## config.mk

```make
export PLATFORM = sky130hd
export DESIGN_NAME = neopixel_control_mc_flat
export DESIGN_NICKNAME = d
export VERILOG_FILES = /design/src/rtl/neopixel_pkg.sv /design/src/rtl/neopixel_control_mc_if.sv /design/src/rtl/neopixel_sync_fifo.sv /design/src/rtl/neopixel_control_mc.sv /design/src/flat_wrapper.sv
export SDC_FILE = /design/constraint.sdc
export NUM_CORES = 1
export LEC_CHECK = 0
export BUFFER_PORTS_ARGS = -buffer_cell sky130_fd_sc_hd__buf_2
export CAP_MARGIN = 40
export CORE_UTILIZATION = 45
export CTS_CLUSTER_DIAMETER = 150
export CTS_CLUSTER_SIZE = 16
export DETAILED_ROUTE_END_ITERATION = 8
export PLACE_DENSITY_LB_ADDON = 0.25
export REMOVE_ABC_BUFFERS = 1
export SKIP_CTS_REPAIR_TIMING = 1
export SLEW_MARGIN = 30
export SYNTH_ARGS = -nofsm -noshare
export SYNTH_HDL_FRONTEND = slang
export SYNTH_SLANG_ARGS = --single-unit
```

## constraint.sdc

```tcl
create_clock -name axi_clock -period 3.85 [get_ports axi_clock]
set_clock_uncertainty 0.05 [all_clocks]
set_input_delay 0.385 -clock axi_clock [delete_from_list [all_inputs] [get_ports axi_clock]]
set_output_delay 0.385 -clock axi_clock [all_outputs]
set_load 0.03 [all_outputs]
```

## src/rtl/neopixel_pkg.sv

```systemverilog
// Shared types and constants for the multi-channel neopixel command front end.
package neopixel_pkg;

  typedef enum logic [1:0] {S_IDLE, S_FETCH, S_ISSUE, S_BCAST} state_t;

  localparam logic [7:0] BCAST_ADDR = 8'hFF;
  localparam int ADDR_MSB  = 31;
  localparam int ADDR_LSB  = 24;
  localparam int COLOR_LSB = 0;

  function automatic int clog2(input int v);
    int r;
    r = 0;
    for (int i = 0; i < 31; i++)
      if ((1 << i) < v) r = i + 1;
    return r;
  endfunction

endpackage

```

## src/rtl/neopixel_control_mc_if.sv

```systemverilog
// Command-side and driver-side signals of neopixel_control_mc, bundled as one port.
interface neopixel_control_mc_if #(
  parameter int C_CHANNELS   = 4,
  parameter int C_COLOR_W    = 24,
  parameter int C_FIFO_DEPTH = 16
);
  import neopixel_pkg::*;

  localparam int LVL_W = clog2(C_FIFO_DEPTH) + 1;

  logic [31:0]           axi_data;
  logic                  axi_write_en;
  logic                  axi_full;
  logic [LVL_W-1:0]      fifo_level;
  logic [C_CHANNELS-1:0] ctrl_write_en;
  logic [7:0]            ctrl_address;
  logic [C_COLOR_W-1:0]  ctrl_write_data;
  logic [C_CHANNELS-1:0] ctrl_ready;
  logic                  err_clear;
  logic                  err_overflow;
  logic [15:0]           err_drop_count;

  modport master (
    output axi_data, axi_write_en, ctrl_ready, err_clear,
    input  axi_full, fifo_level, ctrl_write_en, ctrl_address, ctrl_write_data,
           err_overflow, err_drop_count
  );

  modport slave (
    input  axi_data, axi_write_en, ctrl_ready, err_clear,
    output axi_full, fifo_level, ctrl_write_en, ctrl_address, ctrl_write_data,
           err_overflow, err_drop_count
  );

endinterface

```

## src/rtl/neopixel_sync_fifo.sv

```systemverilog
// Single-clock FIFO with registered read data and registered full flag.
module neopixel_sync_fifo
  import neopixel_pkg::*;
#(
  parameter int  W     = 32,
  parameter int  DEPTH = 16,
  localparam int AW    = clog2(DEPTH),
  localparam int LW    = AW + 1
) (
  input  logic          i_clk,
  input  logic          i_rst_n,
  input  logic          i_wr_en,
  input  logic [W-1:0]  i_wr_data,
  input  logic          i_rd_en,
  output logic [W-1:0]  o_rd_data,
  output logic          o_full,
  output logic          o_empty,
  output logic [LW-1:0] o_level
);

  logic [W-1:0]  r_mem [DEPTH];
  logic [AW-1:0] r_wptr, r_rptr;
  logic [LW-1:0] r_level, w_level_nxt;
  logic [W-1:0]  r_rd_data;
  logic          r_full, w_push, w_pop;

  // Push is gated by the registered full flag, so a same-edge pop never makes room.
  assign w_push      = i_wr_en && !r_full;
  assign w_pop       = i_rd_en && (r_level != '0);
  assign w_level_nxt = r_level + LW'(w_push) - LW'(w_pop);

  always_ff @(posedge i_clk) begin
    if (w_push) r_mem[r_wptr] <= i_wr_data;
  end

  always_ff @(posedge i_clk or negedge i_rst_n) begin
    if (!i_rst_n) begin
      r_wptr    <= '0;
      r_rptr    <= '0;
      r_level   <= '0;
      r_full    <= 1'b0;
      r_rd_data <= '0;
    end else begin
      if (w_push) r_wptr <= r_wptr + AW'(1);
      if (w_pop) begin
        r_rptr    <= r_rptr + AW'(1);
        r_rd_data <= r_mem[r_rptr];
      end
      r_level <= w_level_nxt;
      r_full  <= (w_level_nxt == LW'(DEPTH));
    end
  end

  assign o_rd_data = r_rd_data;
  assign o_full    = r_full;
  assign o_empty   = (r_level == '0);
  assign o_level   = r_level;

endmodule

```

## src/rtl/neopixel_control_mc.sv

```systemverilog
// Multi-channel neopixel command front end: FIFO, address decode, per-channel
// issue with backpressure, broadcast fill and error accounting.
module neopixel_control_mc
  import neopixel_pkg::*;
#(
  parameter int C_CHANNELS   = 4,
  parameter int C_PIXELS     = 12,
  parameter int C_FIFO_DEPTH = 16,
  parameter int C_COLOR_W    = 24,
  parameter int C_BCAST_EN   = 1
) (
  input logic axi_clock,
  input logic axi_reset_n,
  neopixel_control_mc_if.slave bus
);

  localparam int         C_PIX_AW = clog2(C_PIXELS);
  localparam logic [7:0] CH_LAST  = 8'(C_CHANNELS - 1);
  localparam logic [7:0] PX_LAST  = 8'(C_PIXELS - 1);
  localparam logic [7:0] PX_MASK  = 8'((1 << C_PIX_AW) - 1);

  if (C_CHANNELS > (1 << (8 - C_PIX_AW)) || C_COLOR_W > 24) begin : g_bad_cfg
    $error("neopixel_control_mc: channel/pixel/colour parameters do not fit the command word");
  end

  state_t                r_state, w_state_nxt;
  logic [7:0]            r_ch, r_px, w_ch_nxt, w_px_nxt;
  logic [C_COLOR_W-1:0]  r_color, w_color_nxt;
  logic [C_CHANNELS-1:0] r_we, w_we_nxt, w_sel;
  logic [7:0]            r_addr, w_addr_nxt;
  logic [C_COLOR_W-1:0]  r_data, w_data_nxt;
  logic                  r_ovf;
  logic [15:0]           r_drops;
  logic [31:0]           w_rd_data;
  logic [7:0]            w_addr, w_ch, w_px;
  logic                  w_empty, w_pop, w_drop, w_bcast, w_oor, w_rdy;

  neopixel_sync_fifo #(.W(32), .DEPTH(C_FIFO_DEPTH)) u_fifo (
    .i_clk     (axi_clock),
    .i_rst_n   (axi_reset_n),
    .i_wr_en   (bus.axi_write_en),
    .i_wr_data (bus.axi_data),
    .i_rd_en   (w_pop),
    .o_rd_data (w_rd_data),
    .o_full    (bus.axi_full),
    .o_empty   (w_empty),
    .o_level   (bus.fifo_level)
  );

  assign w_addr  = w_rd_data[ADDR_MSB:ADDR_LSB];
  assign w_ch    = w_addr >> C_PIX_AW;
  assign w_px    = w_addr & PX_MASK;
  assign w_bcast = (C_BCAST_EN != 0) && (w_addr == BCAST_ADDR);
  assign w_oor   = (w_ch > CH_LAST) || (w_px > PX_LAST);
  assign w_sel   = C_CHANNELS'(1) << r_ch;
  assign w_rdy   = |(bus.ctrl_ready & w_sel);

  always_ff @(posedge axi_clock or negedge axi_reset_n) begin
    if (!axi_reset_n) begin
      r_state <= S_IDLE;
      r_ch    <= '0;
      r_px    <= '0;
      r_color <= '0;
      r_we    <= '0;
      r_addr  <= '0;
      r_data  <= '0;
    end else begin
      r_state <= w_state_nxt;
      r_ch    <= w_ch_nxt;
      r_px    <= w_px_nxt;
      r_color <= w_color_nxt;
      r_we    <= w_we_nxt;
      r_addr  <= w_addr_nxt;
      r_data  <= w_data_nxt;
    end
  end

  always_comb begin
    w_state_nxt = r_state;
    w_ch_nxt    = r_ch;
    w_px_nxt    = r_px;
    w_color_nxt = r_color;
    w_we_nxt    = '0;
    w_addr_nxt  = r_addr;
    w_data_nxt  = r_data;
    w_pop       = 1'b0;
    w_drop      = 1'b0;
    unique case (r_state)
      S_IDLE: begin
        if (!w_empty) begin
          w_pop       = 1'b1;
          w_state_nxt = S_FETCH;
        end
      end
      S_FETCH: begin
        w_color_nxt = w_rd_data[COLOR_LSB +: C_COLOR_W];
        if (w_bcast) begin
          w_ch_nxt    = '0;
          w_px_nxt    = '0;
          w_state_nxt = S_BCAST;
        end else if (w_oor) begin
          w_drop      = 1'b1;
          w_state_nxt = S_IDLE;
        end else begin
          w_ch_nxt    = w_ch;
          w_px_nxt    = w_px;
          w_state_nxt = S_ISSUE;
        end
      end
      S_ISSUE: begin
        if (w_rdy) begin
          w_we_nxt    = w_sel;
          w_addr_nxt  = r_px;
          w_data_nxt  = r_color;
          w_state_nxt = S_IDLE;
        end
      end
      S_BCAST: begin
        // Walk pixels within a channel, then channels; a stalled channel holds position.
        if (w_rdy) begin
          w_we_nxt   = w_sel;
          w_addr_nxt = r_px;
          w_data_nxt = r_color;
          if (r_px == PX_LAST) begin
            w_px_nxt = '0;
            if (r_ch == CH_LAST) w_state_nxt = S_IDLE;
            else                 w_ch_nxt    = r_ch + 8'd1;
          end else begin
            w_px_nxt = r_px + 8'd1;
          end
        end
      end
      default: w_state_nxt = S_IDLE;
    endcase
  end

  // A new error event on the same edge as err_clear takes priority over the clear.
  always_ff @(posedge axi_clock or negedge axi_reset_n) begin
    if (!axi_reset_n) begin
      r_ovf   <= 1'b0;
      r_drops <= '0;
    end else begin
      if (bus.axi_write_en && bus.axi_full) r_ovf <= 1'b1;
      else if (bus.err_clear)               r_ovf <= 1'b0;
      if (w_drop) begin
        if (bus.err_clear)              r_drops <= 16'd1;
        else if (r_drops != 16'hFFFF)   r_drops <= r_drops + 16'd1;
      end else if (bus.err_clear) begin
        r_drops <= '0;
      end
    end
  end

  assign bus.ctrl_write_en   = r_we;
  assign bus.ctrl_address    = r_addr;
  assign bus.ctrl_write_data = r_data;
  assign bus.err_overflow    = r_ovf;
  assign bus.err_drop_count  = r_drops;

endmodule

```

## src/flat_wrapper.sv

```systemverilog
// flat-port wrapper written by rule: the top's interface ports become plain ports
module neopixel_control_mc_flat import neopixel_pkg::*;
#(
  parameter int C_CHANNELS   = 4,
  parameter int C_PIXELS     = 12,
  parameter int C_FIFO_DEPTH = 16,
  parameter int C_COLOR_W    = 24,
  parameter int C_BCAST_EN   = 1
)
  (axi_clock, axi_reset_n, bus_axi_data, bus_axi_write_en, bus_ctrl_ready, bus_err_clear, bus_axi_full, bus_fifo_level, bus_ctrl_write_en, bus_ctrl_address, bus_ctrl_write_data, bus_err_overflow, bus_err_drop_count);
  neopixel_control_mc_if #(.C_CHANNELS(C_CHANNELS), .C_COLOR_W(C_COLOR_W), .C_FIFO_DEPTH(C_FIFO_DEPTH)) bus_i ();
  input logic axi_clock;
  input logic axi_reset_n;
  input wire logic [$bits(bus_i.axi_data)-1:0] bus_axi_data;
  input wire logic [$bits(bus_i.axi_write_en)-1:0] bus_axi_write_en;
  input wire logic [$bits(bus_i.ctrl_ready)-1:0] bus_ctrl_ready;
  input wire logic [$bits(bus_i.err_clear)-1:0] bus_err_clear;
  output wire logic [$bits(bus_i.axi_full)-1:0] bus_axi_full;
  output wire logic [$bits(bus_i.fifo_level)-1:0] bus_fifo_level;
  output wire logic [$bits(bus_i.ctrl_write_en)-1:0] bus_ctrl_write_en;
  output wire logic [$bits(bus_i.ctrl_address)-1:0] bus_ctrl_address;
  output wire logic [$bits(bus_i.ctrl_write_data)-1:0] bus_ctrl_write_data;
  output wire logic [$bits(bus_i.err_overflow)-1:0] bus_err_overflow;
  output wire logic [$bits(bus_i.err_drop_count)-1:0] bus_err_drop_count;
  assign bus_i.axi_data = bus_axi_data;
  assign bus_i.axi_write_en = bus_axi_write_en;
  assign bus_i.ctrl_ready = bus_ctrl_ready;
  assign bus_i.err_clear = bus_err_clear;
  assign bus_axi_full = bus_i.axi_full;
  assign bus_fifo_level = bus_i.fifo_level;
  assign bus_ctrl_write_en = bus_i.ctrl_write_en;
  assign bus_ctrl_address = bus_i.ctrl_address;
  assign bus_ctrl_write_data = bus_i.ctrl_write_data;
  assign bus_err_overflow = bus_i.err_overflow;
  assign bus_err_drop_count = bus_i.err_drop_count;
  neopixel_control_mc #(.C_CHANNELS(C_CHANNELS), .C_PIXELS(C_PIXELS), .C_FIFO_DEPTH(C_FIFO_DEPTH), .C_COLOR_W(C_COLOR_W), .C_BCAST_EN(C_BCAST_EN)) u_core (.axi_clock(axi_clock), .axi_reset_n(axi_reset_n), .bus(bus_i));
endmodule
```

# After elaboration in Yosys (flattened, before gate mapping)
# Memories as Yosys holds them, arrays and structs flattened. A register that Yosys moved wholly into a read port is not among the register bits.
# Cells that the tools add are included.
word_totals:
  ff_bits: 109
  ram_bits: 512
  in_bits: 40
  out_inout_bits: 59
  wordCells: 94
  n_memories: 1
op_classes:
  addsub: 7
  order_cmp: 2
  n_eq_ne: 15
  shifts: 1
  muxes: 34
  n_bitwise: 1
  n_reduce_logical: 20
mem_list:
  columns: ["name", "depth", "width", "rd", "rd_ports_with_merged_regs", "write_ports", "line_no", "source"]
  rows:
  - ["u_core.u_fifo.r_mem", 16, 32, 1, 1, 1, "neopixel_sync_fifo.sv:21", "logic [W-1:0] r_mem [DEPTH];"]
ops:
  columns: ["op", "count"]
  rows:
  - ["two-way mux 8 bit", 9]
  - ["two-way mux 16 bit", 4]
  - ["case mux 8 bit (2 select lines)", 2]
  - ["adder 16 x 1 -> 16 bit, second input constant", 1]
  - ["adder 8 x 1 -> 8 bit, second input constant", 2]
  - ["inequality test 16 bit, second input constant", 1]
  - ["two-way mux 2 bit", 7]
  - ["AND reduction 5 bit", 2]
  - ["two-way mux 1 bit", 9]
  - ["adder 4 x 1 -> 4 bit, second input constant", 2]
  - ["== test 8 x 2 -> 1 bit, second input constant", 1]
  - ["== test 8 x 4 -> 1 bit, second input constant", 1]
  - ["== test 8 bit, second input constant", 1]
  - ["two-way mux 4 bit", 2]
  - ["inequality test 2 x 1 -> 1 bit, second input constant", 4]
  - ["case mux 2 bit (4 select lines)", 1]
  - ["nonzero test 2 bit", 4]
  - ["left shift 1 x 8 -> 4 bit, first input constant", 1]
  - ["adder 5 x 1 -> 5 bit", 1]
  - ["== test 5 bit, second input constant", 1]
  - ["zero test 5 bit", 1]
  - ["nonzero test 5 bit", 1]
  - ["subtractor 5 x 1 -> 5 bit", 1]
  - ["AND 4 bit", 1]
  - ["14 further kinds", 20]

# Logic depth before layout (Yosys ltp)
# Gate-level depths: netlist of the first run.
depth:
  word_depth: 7
  depth_mapped: 16
  ltp_nobuf: 15

# Cells and area by module
# A second synthesis of the first run with hierarchy kept.
hier_totals:
  hier_cells: 1273
  area_unflattened_um2: 25535.7
modules_own_cells:
  columns: ["module", "n_inst", "cells_per_inst", "area_each_um2"]
  rows:
  - ["neopixel_sync_fifo", 1, 944, 21317.9]
  - ["neopixel_control_mc", 1, 329, 4217.8]

# Least setup slack after synthesis of the first run
# Ideal clock, no wire load.
synth_timing:
  kind: "register -> register"
  from: "register u_core.u_fifo.r_level[2] (netlist: u_core.u_fifo.o_level[2])"
  to: "register u_core.u_fifo.r_full (netlist: u_core.u_fifo.o_full)"
  setup_ns: 0.105
  arrival_time_ns: 2.959
  t_required_ns: 3.695
  setup_slack_ns: 0.736
  path_stages_with_launch: 17
  n_path_buf: 1
  path_cell_list: "dfrtp_1 > inv_1 > ha_1 > nor4b_1 > or3_1 > buf_4 > inv_2 > ha_1 > inv_1 > ha_1 > inv_1 > fa_1 > inv_1 > a21oi_1 > o21bai_1 > xnor2_1 > nor4b_1"
synth_between:
  elab_chain_cells: 6
  elab_cells_between_ends: 8
  cone_classes: "2 x add/sub; 1 x eq/ne; 2 x mux; 3 x reduce/logical"
synth_rtl:
  columns: ["element", "line_no", "source"]
  rows:
  - ["start, declared", "neopixel_sync_fifo.sv:23", "logic [LW-1:0] r_level, w_level_nxt;"]
  - ["start signal, assigned", "neopixel_sync_fifo.sv:49", "r_level <= w_level_nxt;"]
  - ["zero test 5 bit", "neopixel_sync_fifo.sv:56", "assign o_empty = (r_level == '0);"]
  - ["two-way mux 1 bit", "neopixel_control_mc.sv:90", "if (!w_empty) begin"]
  - ["two-way mux 1 bit", "neopixel_control_mc.sv:88", "unique case (r_state)"]
  - ["logical AND 1 bit *", "neopixel_sync_fifo.sv:29", "assign w_pop = i_rd_en && (r_level != '0);"]
  - ["named net u_core.u_fifo.w_pop", "neopixel_sync_fifo.sv:25", "logic r_full, w_push, w_pop;"]
  - ["subtractor 5 x 1 -> 5 bit *", "neopixel_sync_fifo.sv:30", "assign w_level_nxt = r_level + LW'(w_push) - LW'(w_pop);"]
  - ["named net u_core.u_fifo.w_level_nxt[4]", "neopixel_sync_fifo.sv:23", null]
  - ["== test 5 bit *", "neopixel_sync_fifo.sv:50", "r_full <= (w_level_nxt == LW'(DEPTH));"]
  - ["end signal, assigned", "neopixel_sync_fifo.sv:50", null]
  - ["end, declared", "neopixel_sync_fifo.sv:25", null]
# Mark *: on every way through the listed nets, which the timed path passes. The rest lies on a longest branch.
# A chain may end at the register's enable or synchronous reset.

# Worst setup path in the final report of the first run
layout_timing:
  from: "register u_core.u_fifo.r_level[3] (netlist: u_core.u_fifo.o_level[3])"
  to: "register u_core.u_fifo.r_full (netlist: u_core.u_fifo.o_full)"
# Same word-level chain as after synthesis.

==> summary.txt, run 1 <==
Clocking
  • Worst-Skew Late Latency: 620 ps
  • Num CTS Buffers: between 40 and 50
  • Clk slew on worst S/H paths: roughly 70 ps
  • Longest Clk Path Bufs: 3
  • Clk sinks: around 650
  • TritonCTS clock tree: done
  • Clock H-tree levels: 2
  • CTS root buf: clkbuf_16

STA
  • Rel. slew slack: a little under half
  • Fin crit period: ~3200 ps
  • RSZ-0062 raised after global routing: no
  • Max Clk Rate: approximately 320 MHz
  • Final hold vios: 0
  • Worst slew pin tran: ~800 ps
  • Post-route setup TNS: 0 ps
  • Slack of the critical path: 689 ps
  • Final Cycle Share: just over 80%
  • Number of max-slew violations in the final report: 0
  • Endpoints failing setup: 0

Floorplan
  • Core Area: 55400 um^2
  • Cell Rows: 86
  • Die Width: about 240 um
  • Die area: approximately 57000 um^2
  • I/O pin cnt: 99
  • Initial Util: a little under half
  • Vert. Die Dim: 239 um

Final layout
  • P&R area growth vs syn: 11.7%
  • Finished Cell Area: ~28000 um^2
  • Commonest non-fill, non-tap cell in the layout: edfxtp_1
  • Final net count: roughly 1400
  • Most frequent cells in the layout: edfxtp_1 (512), dfrtp_1 (138), mux4_2 (129)
  • Diode count: 0
  • Register Area: about 19000 um^2
  • Layout cell share with drive strength beyond 1: ~28%
  • Footprint of the multi-input gates: 6130 um^2
  • Filler cell count: 4446

Pwr
  • Leakage: 10.1 nW
  • Pwr dens: 715 nW/um^2
  • VDD IR max: about 530 uV

Drt
  • WL/cell: 24.2 um
  • Final antenna-violating net count: 0
  • DR pass1 iterations: 5
  • Vias: 12200
  • DRT iter0 DRCs: between 900 and 1000
  • Drc violations: 0
  • Drt total wl: 52700 um
  • DR vias/cell: roughly 5.6

Global routing
  • Number of global-route vias before repair: approximately 13000
  • First-pass GRT wire length: roughly 81000 um
  • Global-route usage over all layers: between 10% and 20%
  • Global route overflow: 0
  • Largest net degree at the start of global routing: 70
  • Initial antenna violation count: 1

Placed design
  • Dpl hpwl: about 30000 um
  • PortBufs: between 90 and 100
  • Dpl cell area: between 20000 and 30000 um^2
  • Pre-CTS WS: between 600 and 700 ps
  • GP Congestion: roughly 0.74

Setup path
  • Crit path cell chain: inv_1 -> ha_1 -> nor4b_1 -> or3_2 -> inv_2 -> ha_1 -> inv_1 -> ha_1 -> inv_1 -> fa_1 -> inv_1 -> a21oi_1 -> o21bai_1 -> xnor2_1 -> nor4b_1
  • Worst path slowest cell: or3_2
  • Worst Path Buf+Inv: 5
  • Most used cell along the critical path: inv_1
  • Critical path peak fanout: 6
  • Element type at the critical path end: flop
  • Critical path's top delay family: adder cells
  • Worst EP arrival: roughly 3600 ps
  • Flop-to-flop setup slack: between 600 and 700 ps
  • Worst path required time: roughly 4300 ps
  • Worst setup SP type: flop
  • Critical path start-end classification: reg -> reg
  • Crit path largest cell delay: about 450 ps

Yosys
  • Seq/Total Area, Yosys: 74.5%
  • Post-synthesis cell count: between 1000 and 1500
  • YS warnings: 0
  • Unique masters post-synth: 55
  • Number of flops mapped to enable cells by yosys: roughly 510
  • Mean Syn Cell Area: about 20 um^2
  • Post-synth ARST share: a little over a fifth
  • Post-synthesis cell area: between 20000 and 30000 um^2
  • #FFs+latches synth: roughly 650
  • Predominant post-synthesis flop cell: edfxtp_1

Status
  • Status: complete, no violations

Flow run
  • Max_cap viols: 0

Hold path
  • Tightest Hold Check Type: in -> reg
-- cell families (layout without fill, tap and decap cells) --
kind of cell             count (synthesis)  after routing  synth area share (%)
flip-flops                             653            653                  74.5
multiplexers                           253            253                  16.6
AND/OR/NAND/NOR                        126            126                  2.67
AO/OA/AOI/OAI                          120            120                  3.25
buffers and inverters                   82            241                  1.44
XOR/XNOR                                20             20                 0.691
adder cells (fa/ha/maj)                 15             15                 0.770
-- worst register-to-register path: cells and delay by family (launching register included) --
kind / cells / cell delay, ps
AO/OA/AOI/OAI: 2 / 200
XOR/XNOR: 1 / 150
adder cells (fa/ha/maj): 4 / 990
buffers and inverters: 5 / 400
flip-flops: 1 / 380
AND/OR/NAND/NOR: 3 / 890
-- registers in the layout, indices dropped and copies added, names as in the netlist --
register and flops:
u_core.r_state 2, u_core.r_ch 8, u_core.u_fifo.o_level 5, u_core.r_px 8
u_core.u_fifo.o_full 1, u_core.u_fifo.r_mem 512, u_core.u_fifo.r_rptr 4, u_core.bus.ctrl_write_data 24
u_core.bus.err_drop_count 16, u_core.r_color 24, u_core.bus.ctrl_address 8, u_core.bus.err_overflow 1
u_core.u_fifo.r_wptr 4, u_core.bus.ctrl_write_en 4, u_core.u_fifo.o_rd_data 32
-- stage by stage --
step	power (mW)	utilization, %	hold WS [ps]	std cells
3_5_place_dp	15.8	48.6	415	2087
2_1_floorplan	13.9	-	39.4	1207
4_1_cts	20.5	51.1	-209	2173
6_report	20.3	51.1	102	2176
5_1_grt	21.3	51.1	86.6	2176
3_3_place_gp	15.7	48.6	408	2087
-- Yosys cell counts (all sizes together), types with 2 or more instances --
library cell / instances / area, um^2
a31o: 3 / 26.3
a2111oi: 2 / 17.5
nor3: 5 / 30.0
nor2: 26 / 100
and4: 2 / 17.5
nand2b: 5 / 31.3
nor4b: 3 / 26.3
o211ai: 2 / 33.8
nor2b: 10 / 62.6
o31ai: 2 / 15.0
a21oi: 10 / 50.1
a22oi: 2 / 15.0
buf: 34 / 184
a21o: 33 / 248
inv: 20 / 75.1
a31oi: 2 / 12.5
clkbuf: 28 / 105
xor2: 2 / 17.5
edfxtp: 512 / 15400
nor3b: 4 / 30.0
nor4: 3 / 18.8
mux2: 59 / 664
a211oi: 5 / 42.5
nand2: 23 / 88.8
or3: 2 / 12.5
ha: 14 / 175
a22o: 2 / 17.5
o21ai: 19 / 95.1
o22ai: 32 / 200
mux4: 129 / 2910
and3: 8 / 50.1
mux2i: 65 / 651
xnor2: 18 / 158
dfrtp: 141 / 3530
and2: 18 / 113
nand4: 7 / 43.8
nand3: 9 / 45.0
-- layout make-up --
type	count	area share, %
clock buffers	83	4.63
clock inverters	3	0.194
inverters	20	0.265
multi-input cells	534	21.6
flip-flops and latches	653	66.8
well taps	748	3.30
repair buffers	135	3.23
-- path summary, 6_finish.rpt --
kind | from | endpoint | cells after the start
hold / removal | bus_axi_data[7] | u_core.u_fifo.r_mem[12][7]$_DFFE_PP_ | 1
setup / recovery | u_core.u_fifo.o_level[3]$_DFF_PN0_ | u_core.u_fifo.o_full$_DFF_PN0_ | 15
min in group asynchronous | axi_reset_n | u_core.bus.err_drop_count[12]$_DFFE_PN0P_ | 2
hold reg to reg | u_core.u_fifo.o_rd_data[8]$_DFFE_PN0P_ | u_core.u_fifo.o_rd_data[8]$_DFFE_PN0P_ | 1
setup reg to reg | u_core.u_fifo.o_level[3]$_DFF_PN0_ | u_core.u_fifo.o_full$_DFF_PN0_ | 15
max in group asynchronous | axi_reset_n | u_core.bus.ctrl_write_en[2]$_DFF_PN0_ | 3
-- metal layers --
| metal | track usage (%) | wire length [um] |
|---|---|---|
| met3 | 2.49 | 2390 |
| met1 | 27.5 | 23900 |
| met5 | 0 | 17 |
| met4 | 4.16 | 697 |
| met2 | 31.3 | 25700 |
-- power by group --
| group | total [mW] | internal [mW] | switching, mW |
|---|---|---|---|
| clock network | 4.68 | 2.33 | 2.36 |
| registers | 9.49 | 8.72 | 0.775 |
| logic | 6.07 | 2.86 | 3.22 |
| total | 20.3 | 13.9 | 6.35 |
Note: power is estimated with default switching activity, not from simulation.
==> run 2: changes to the inputs <==
==> constraint.sdc (replaced) <==
create_clock -name axi_clock -period 3.2 [get_ports axi_clock]
set_clock_uncertainty 0.05 [all_clocks]
set_input_delay 0.32 -clock axi_clock [delete_from_list [all_inputs] [get_ports axi_clock]]
set_output_delay 0.32 -clock axi_clock [all_outputs]
set_load 0.03 [all_outputs]
==> summary.txt, run 2 (synthesized netlist as in run 1, its figures left out) <==
Status
  • Status: complete, no violations (unchanged)

Final layout
  • Number of flip-flops in the largest register: 512 (unchanged)
  • Footprint of the multi-input gates: 6130 um^2 (about the same)
  • Finished Cell Area: 28400 um^2 (was 28300 um^2)
  • Layout cell share with drive strength beyond 1: 28.5% (was 28.1%)
  • P&R area growth vs syn: 12.2% (was 11.7%)
  • Register Area: 18900 um^2 (unchanged)
  • Filler cell count: 4394 (was 4446)
  • Final Non-Filler Cells: 2182 (was 2176)
  • Most frequent cells in the layout: edfxtp_1 (512), dfrtp_1 (138), mux4_2 (129) (unchanged)
  • Commonest non-fill, non-tap cell in the layout: edfxtp_1 (unchanged)
  • Register with the most flip-flops: u_core.u_fifo.r_mem (unchanged)
  • Final net count: 1452 (was 1445)
  • Diode count: 0 (unchanged)

STA
  • Final hold vios: 0 (unchanged)
  • Endpoints failing setup: 0 (unchanged)
  • Max Clk Rate: 335 MHz (was 316 MHz)
  • Slack of the critical path: 218 ps (was 689 ps)
  • Final Cycle Share: 93.2% (was 82.1%)
  • RSZ-0062 raised after global routing: no (unchanged)
  • Rel. slew slack: 51.0% (was 46.4%)
  • Number of max-slew violations in the final report: 0 (unchanged)
  • Post-route setup TNS: 0 ps (unchanged)
  • Worst slew pin tran: 735 ps (was 805 ps)
  • Fin crit period: 2980 ps (was 3160 ps)

Drt
  • WL/cell: 24.6 um (was 24.2 um)
  • DR vias/cell: 5.69 (was 5.59)
  • Drc violations: 0 (unchanged)
  • DR pass1 iterations: 4 (was 5)
  • Final antenna-violating net count: 0 (unchanged)
  • DRT iter0 DRCs: 952 (was 913)
  • Drt total wl: 53600 um (was 52700 um)
  • Vias: 12400 (was 12200)

Setup path
  • Worst setup SP type: flop (unchanged)
  • Worst path slowest cell: or3_2 (unchanged)
  • Most used cell along the critical path: inv_1 (unchanged)
  • Worst path required time: 3660 ps (was 4260 ps)
  • Crit path cell chain: inv_1 -> ha_1 -> nor4b_1 -> or3_2 -> inv_2 -> ha_1 -> inv_1 -> ha_1 -> inv_1 -> fa_1 -> inv_1 -> a21oi_1 -> o21bai_1 -> xnor2_1 -> nor4b_2 (was inv_1 -> ha_1 -> nor4b_1 -> or3_2 -> inv_2 -> ha_1 -> inv_1 -> ha_1 -> inv_1 -> fa_1 -> inv_1 -> a21oi_1 -> o21bai_1 -> xnor2_1 -> nor4b_1)
  • Worst EP arrival: 3440 ps (was 3580 ps)
  • Crit path largest cell delay: 450 ps (about the same)
  • Critical path start-end classification: reg -> reg (unchanged)
  • Element type at the critical path end: flop (unchanged)
  • Critical path peak fanout: 3 (was 6)
  • R2R cell count: 15 (unchanged)

Clocking
  • TritonCTS clock tree: done (unchanged)
  • Clock H-tree levels: 2 (unchanged)
  • Worst-Skew Late Latency: 610 ps (was 620 ps)
  • CTS root buf: clkbuf_16 (unchanged)
  • Clk sinks: 653 (unchanged)
  • Num CTS Buffers: 46 (unchanged)
  • Clk slew on worst S/H paths: 80 ps (was 70 ps)
  • Longest Clk Path Bufs: 3 (unchanged)

Placed design
  • Dpl hpwl: 29100 um (was 30300 um)
  • Dpl cell area: 27100 um^2 (was 26900 um^2)
  • PortBufs: 98 (unchanged)
  • GP Congestion: 0.792 (was 0.743)
  • Pre-CTS WS: 181 ps (was 664 ps)
  • Cell total after placement: 2095 (was 2087)

Pwr
  • Pwr dens: 855 nW/um^2 (was 715 nW/um^2)
  • Clk pwr share: 22.9% (was 23.1%)
  • Leakage: 10.1 nW (about the same)
  • Switching pwr: 7.61 mW (was 6.35 mW)
  • Gate power share: 30.8% (was 30.0%)
  • Sw Ratio: 31.3% (about the same)
  • Internal Power: 16.7 mW (was 13.9 mW)
  • Sequential share of power: 46.3% (was 46.9%)
  • VDD IR max: 630 uV (was 532 uV)

Flow run
  • Max_cap viols: 0 (unchanged)

Global routing
  • Largest net degree at the start of global routing: 78 (was 70)
  • Initial antenna violation count: 6 (was 1)
  • First-pass GRT wire length: 81000 um (was 80700 um)
  • Global-route usage over all layers: 19.3% (was 19.1%)
  • Global route overflow: 0 (unchanged)
  • Number of global-route vias before repair: 12800 (was 12900)

Hold path
  • Tightest Hold Check Type: in -> reg (unchanged)
  • Hold path depth: 1 (unchanged)

Floorplan
  • Cell Rows: 86 (unchanged)
  • Die area: 57300 um^2 (unchanged)
  • Initial Util: 45.8% (unchanged)
  • Die Width: 239 um (unchanged)
  • I/O pin cnt: 99 (unchanged)
  • Core Area: 55400 um^2 (unchanged)
  • Vert. Die Dim: 239 um (unchanged)
==> run 2: worst paths after layout <==
| check | to | from | slack (ps) |
|---|---|---|---|
| setup reg to reg | u_core.u_fifo.o_full$_DFF_PN0_ | u_core.u_fifo.o_level[3]$_DFF_PN0_ | 220 |
| hold / removal | u_core.u_fifo.r_mem[3][12]$_DFFE_PP_ | bus_axi_data[12] | 30 |
| hold reg to reg | u_core.u_fifo.o_rd_data[2]$_DFFE_PN0P_ | u_core.u_fifo.o_rd_data[2]$_DFFE_PN0P_ | 430 |
| min in group asynchronous | u_core.bus.err_drop_count[6]$_DFFE_PN0P_ | axi_reset_n | 260 |
| max in group asynchronous | u_core.bus.ctrl_write_data[16]$_DFFE_PN0P_ | axi_reset_n | 2110 |
| setup / recovery | u_core.u_fifo.o_full$_DFF_PN0_ | u_core.u_fifo.o_level[3]$_DFF_PN0_ | 220 |
==> run 2: power groups by stage <==
stage | clock [mW] | sequential (mW) | combinational, mW
after global routing | 6.05 | 11.4 | 8.10
after floorplan | 0 | 12.1 | 4.44
final | 5.58 | 11.3 | 7.49
after CTS | 5.75 | 11.3 | 7.64
after detailed placement | 0 | 11.5 | 7.64
after global placement | 0 | 11.4 | 7.52
==> run 2: area by class of cell <==
cell class	instances	share of cell area, %
multi-input combinational	534	21.5
timing repair buffer	142	3.67
clock buffer	81	4.51
tap	748	3.29
sequential	653	66.5
clock inverter	4	0.237
inverter	20	0.264
==> run 2: critical path, delay by kind of cell (launching register included) <==
kind	cells	cell delay [ps]
simple gates	3	800
fa+ha+maj	4	960
buf+inv	5	350
xor+xnor	1	150
flops	1	380
compound gates	2	210
==> run 2: stage by stage <==
step           utilization, %  hold slack, ps  total power [mW]
2_1_floorplan               -           -25.6              16.5
3_3_place_gp             48.9             338              18.9
3_5_place_dp             48.9             333              19.1
4_1_cts                  51.3            -319              24.7
5_1_grt                  51.3            15.8              25.6
6_report                 51.3            34.7              24.3
==> run 2: metal layers <==
| metal | vias up | part of all wire [%] | GRT usage, % | wire length, um |
|---|---|---|---|---|
| li1 | 5343 | - | - | - |
| met1 | 6675 | 44 | 27.5 | 23900 |
| met2 | 311 | 48 | 30.9 | 25800 |
| met3 | 82 | 5.3 | 3.37 | 2820 |
| met4 | 10 | 2.1 | 4.82 | 1100 |
| met5 | - | 0.12 | 0 | 62 |
